$ cat config.mk
export PLATFORM = sky130hd
export DESIGN_NAME = rf_write_arbiter
export DESIGN_NICKNAME = d
export VERILOG_FILES = /design/src/rtl/rf_write_arbiter.sv
export SDC_FILE = /design/constraint.sdc
export NUM_CORES = 1
export LEC_CHECK = 0
export ABC_AREA = 0
export ABC_CLOCK_PERIOD_IN_PS = 4200
export BUFFER_PORTS_ARGS = -buffer_cell sky130_fd_sc_hd__buf_4
export CAP_MARGIN = 20
export CORE_ASPECT_RATIO = 0.6
export CORE_UTILIZATION = 35
export DETAILED_ROUTE_END_ITERATION = 7
export PLACE_DENSITY_LB_ADDON = 0.3
export REMOVE_ABC_BUFFERS = 1
export SYNTH_ARGS = -nofsm -noshare
export SYNTH_HDL_FRONTEND = slang
export SYNTH_SLANG_ARGS = --single-unit
export TNS_END_PERCENT = 1
$ cat constraint.sdc
create_clock -name clk -period 4.2 [get_ports clk]
set_input_delay 0.21 -clock clk [delete_from_list [all_inputs] [get_ports clk]]
set_output_delay 0.21 -clock clk [all_outputs]
set_load 0.1 [all_outputs]
$ cat src/rtl/rf_write_arbiter.sv
// rf_write_arbiter: round-robin arbitration of buffered writebacks onto the single register file write port
module rf_write_arbiter #(
    parameter int NUM_REQ    = 3,
    parameter int DATA_WIDTH = 16,
    parameter int ADDR_WIDTH = 2
) (
    input  logic                          clk,
    input  logic                          reset_n,
    input  logic [NUM_REQ-1:0]            req_valid,
    input  logic [NUM_REQ*ADDR_WIDTH-1:0] req_addr,
    input  logic [NUM_REQ*DATA_WIDTH-1:0] req_data,
    output logic [NUM_REQ-1:0]            req_ready,
    input  logic                          hold,
    output logic                          rf_write,
    output logic [ADDR_WIDTH-1:0]         rf_addr,
    output logic [DATA_WIDTH-1:0]         rf_data,
    output logic [(1<<ADDR_WIDTH)-1:0]    pending_mask,
    output logic [1:0]                    grant_id
);
    logic [NUM_REQ-1:0]    occ;
    logic [ADDR_WIDTH-1:0] baddr [NUM_REQ];
    logic [DATA_WIDTH-1:0] bdata [NUM_REQ];
    logic [1:0]            ptr;
    logic [NUM_REQ-1:0]    grant;
    logic [1:0]            gidx;
    logic                  found;
    logic [1:0]            idx;

    // scan occupied buffers starting one past the last winner, wrapping explicitly
    always_comb begin
        grant = '0;
        gidx  = '0;
        found = 1'b0;
        idx   = ptr;
        for (int k = 0; k < NUM_REQ; k++) begin
            idx = (idx == 2'(NUM_REQ-1)) ? 2'd0 : idx + 2'd1;
            if (!found && !hold && occ[idx]) begin
                grant[idx] = 1'b1;
                gidx       = idx;
                found      = 1'b1;
            end
        end
    end

    assign req_ready = ~occ | grant;

    // registers with a buffered or outgoing write are marked pending
    always_comb begin
        pending_mask = '0;
        for (int i = 0; i < NUM_REQ; i++)
            if (occ[i]) pending_mask[baddr[i]] = 1'b1;
        if (rf_write) pending_mask[rf_addr] = 1'b1;
    end

    // buffer loads, output stage and pointer advance
    always_ff @(posedge clk) begin
        if (!reset_n) begin
            occ      <= '0;
            rf_write <= 1'b0;
            rf_addr  <= '0;
            rf_data  <= '0;
            grant_id <= '0;
            ptr      <= 2'(NUM_REQ-1);
        end else begin
            rf_write <= found;
            if (found) begin
                rf_addr  <= baddr[gidx];
                rf_data  <= bdata[gidx];
                grant_id <= gidx;
                ptr      <= gidx;
            end
            for (int i = 0; i < NUM_REQ; i++) begin
                if (req_valid[i] && req_ready[i]) begin
                    occ[i]   <= 1'b1;
                    baddr[i] <= req_addr[i*ADDR_WIDTH +: ADDR_WIDTH];
                    bdata[i] <= req_data[i*DATA_WIDTH +: DATA_WIDTH];
                end else if (grant[i]) begin
                    occ[i] <= 1'b0;
                end
            end
        end
    end
endmodule

==> flow_summary.yaml <==
clocking:
  clk_transition_reported_paths_ns: 0.06
  hold_buffers: 0
  insertion_delay_ns: 0.33
  cts_resized: 0
  cts_setup_buffers: 0
  cts_root_buf: "clkbuf_16"
  cts_buffers: 9
  clockBufferDepth: 2
  cts_tree: "built"
  h-tree-depth: 3
  cts.sinks: 79
logic_synthesis:
  synth_top_cell_by_area: "edfxtp_1"
  synth-seq-cells: 79
  synth_edf_count: 54
  synth-seq-area-share_pct: 71.8
  avgSynthCellArea_sq_um: 14.6
  netlist_instances: 202
  synth_fa_ha_area_share_pct: 0
  yosysMostFrequentCell: "edfxtp_1"
  ys_warn_count: 0
  synth_top_family_by_area: "compound AO/OA/AOI/OAI gates"
  async_flop_share_pct: 0
  synthSimpleGateAreaFrac_pct: 4.28
  synth_flop_cell: "edfxtp_1"
  synth_xor_xnor_area_share_pct: 0
  post_synth_num_cell_types: 28
  synth_top_area_share_pct: 54.9
  synth_compound_area_share_pct: 14.0
  synth_area_leaders: "edfxtp_1, dfxtp_1, mux2i_1"
  synthMuxAreaShare_pct: 6.10
  syn_area_sq_mm: 0.00296
  ys_top_cells_by_count: "edfxtp_1, dfxtp_1, a32oi_1, mux2i_1, o22ai_1"
sta:
  maxSlewViolCount: 0
  rsz0062_at_grt: "no"
  finClkSkew_ns: 0.00648
  fin_ws_ns: 1.62
  max_freq_ghz: 0.388
  hold_viol: 0
  timing.setup.tns_ns: 0
  period_needed_ns: 2.58
  worstMarginPinSlew_ns: 1.02
  timing.final.crit_share_pct: 61.3
  finalSetupViolCount: 0
  slew-limit-headroom_pct: 32.3
setup_path:
  cp_data_arrival_time_ns: 2.53
  cp.required_ns: 4.15
  end_kind: "flip-flop"
  crit_fanout: 20
  start_kind: "flip-flop"
  crit_type: "reg2reg"
global_route:
  antenna_found_initial: 0
  track_usage_pct: 16.6
  grt_pass1_vias: 2017
  grt_pass1_wl_mm: 10.5
  grt-ovfl-total: 0
  grt_max_degree: 25
placement:
  gp_congestion: 0.882
  post-place-ws_ns: 1.64
  dp_hpwl_mm: 4.73
  place_area_sq_mm: 0.00369
  numPortBuffers: 87
flow_run:
  cap_viol_max_count: 0
floorplan:
  core_area_sq_mm: 0.00804
  row_count: 25
  start_util_pct: 36.8
  die_w_um: 121
  die_h_um: 73.2
  io-pin-count: 88
  die-area_sq_mm: 0.00883
route:
  wl_per_cell_um: 17.5
  vias: 2010
  ant_nets: 0
  drtIter0Drc: 128
  avgViaCountPerCell: 5.01
  totalWireLength_mm: 7.01
  drtPass1Iterations: 4
  drcViolationCount: 0
pwr:
  vdd_drop_max_mv: 0.287
  power-per-cell-area_mw_per_mm2: 526
  p_leak_nw: 1.55
  finalPower_w: 0.00212
finish:
  final_cell_area_sq_mm: 0.00403
  final_nets: 348
  final_util_pct: 50.2
  layout-drive-gt1-share_pct: 36.5
  antenna_cells: 0
  area_growth_pct: 36.5
  fillers: 710
hold_path:
  worstHoldPathType: "in2reg"
run_status:
  status: "completed"
## worst paths after layout
check	start	slack, ns	cells after the start	endpoint
setup / recovery	occ[2]	1.62	4	bdata[2][10]
hold / removal	req_data[22]	0.05	1	bdata[1][6]
setup reg to reg	occ[2]	1.62	4	bdata[2][10]
hold reg to reg	grant_id[1]	0.46	2	grant_id[1]
## cells in the final DEF (no fill, tap or decap), types with 3 or more instances in the layout
cell,count
bufinv_16,3
clkinv_4,3
nand2b_1,4
mux2i_1,18
inv_1,10
o22ai_1,18
nor2_1,4
dfxtp_1,25
nand2_1,9
o221ai_1,4
a21oi_1,7
buf_4,88
clkbuf_16,9
a32oi_1,18
edfxtp_1,54
## critical path, cell delays in order (launching register included)
cell	delay, ns
dfxtp_1	0.41
inv_1	0.14
nor2_2	0.68
a21oi_1	0.24
nor2_2	0.73
## sequential cells by signal (all words and copies together) (netlist names)
| register | count |
|---|---|
| bdata | 48 |
| rf_data | 16 |
| baddr | 6 |
| occ | 3 |
| grant_id | 2 |
| rf_addr | 2 |
| ptr | 1 |
| rf_write | 1 |
## kinds of logic (layout without fill, tap and decap cells)
logic type / Yosys count / count (layout)
compound gates: 56 / 56
buf+inv: 23 / 114
flops: 79 / 79
mux: 18 / 18
simple gates: 26 / 26
## layer usage
| metal | vias to the layer above | global-route usage (%) | share of wire, % |
|---|---|---|---|
| li1 | 971 | - | - |
| met1 | 938 | 22.3 | 47 |
| met2 | 95 | 25.1 | 45 |
| met3 | 6 | 5.78 | 7.9 |
| met4 | 0 | 6.17 | 0.81 |
| met5 | - | 0 | 0 |
## layout make-up
class,count,area (sq um),area share (%)
clock buffer,9,225,5.58
clock inverter,7,121,3.01
inverter,10,37.5,0.931
multi-input combinational,100,732,18.1
sequential,79,2120,52.6
tap,108,135,3.35
timing repair buffer,88,661,16.4
## through the flow
step / std cells / hold WS, ns
after floorplan: 189 / 0.282
after global placement: 385 / 0.389
after detailed placement: 385 / 0.389
after CTS: 401 / 0.0411
after global routing: 401 / 0.0374
final: 401 / 0.0543
## report_power, final
group | total [W] | internal (W) | switching [W]
clock | 0.000880 | 0.000582 | 0.000298
combinational | 0.000342 | 0.0000962 | 0.000246
sequential | 0.000901 | 0.000878 | 0.0000230
Note: power is estimated with default switching activity, not from simulation.
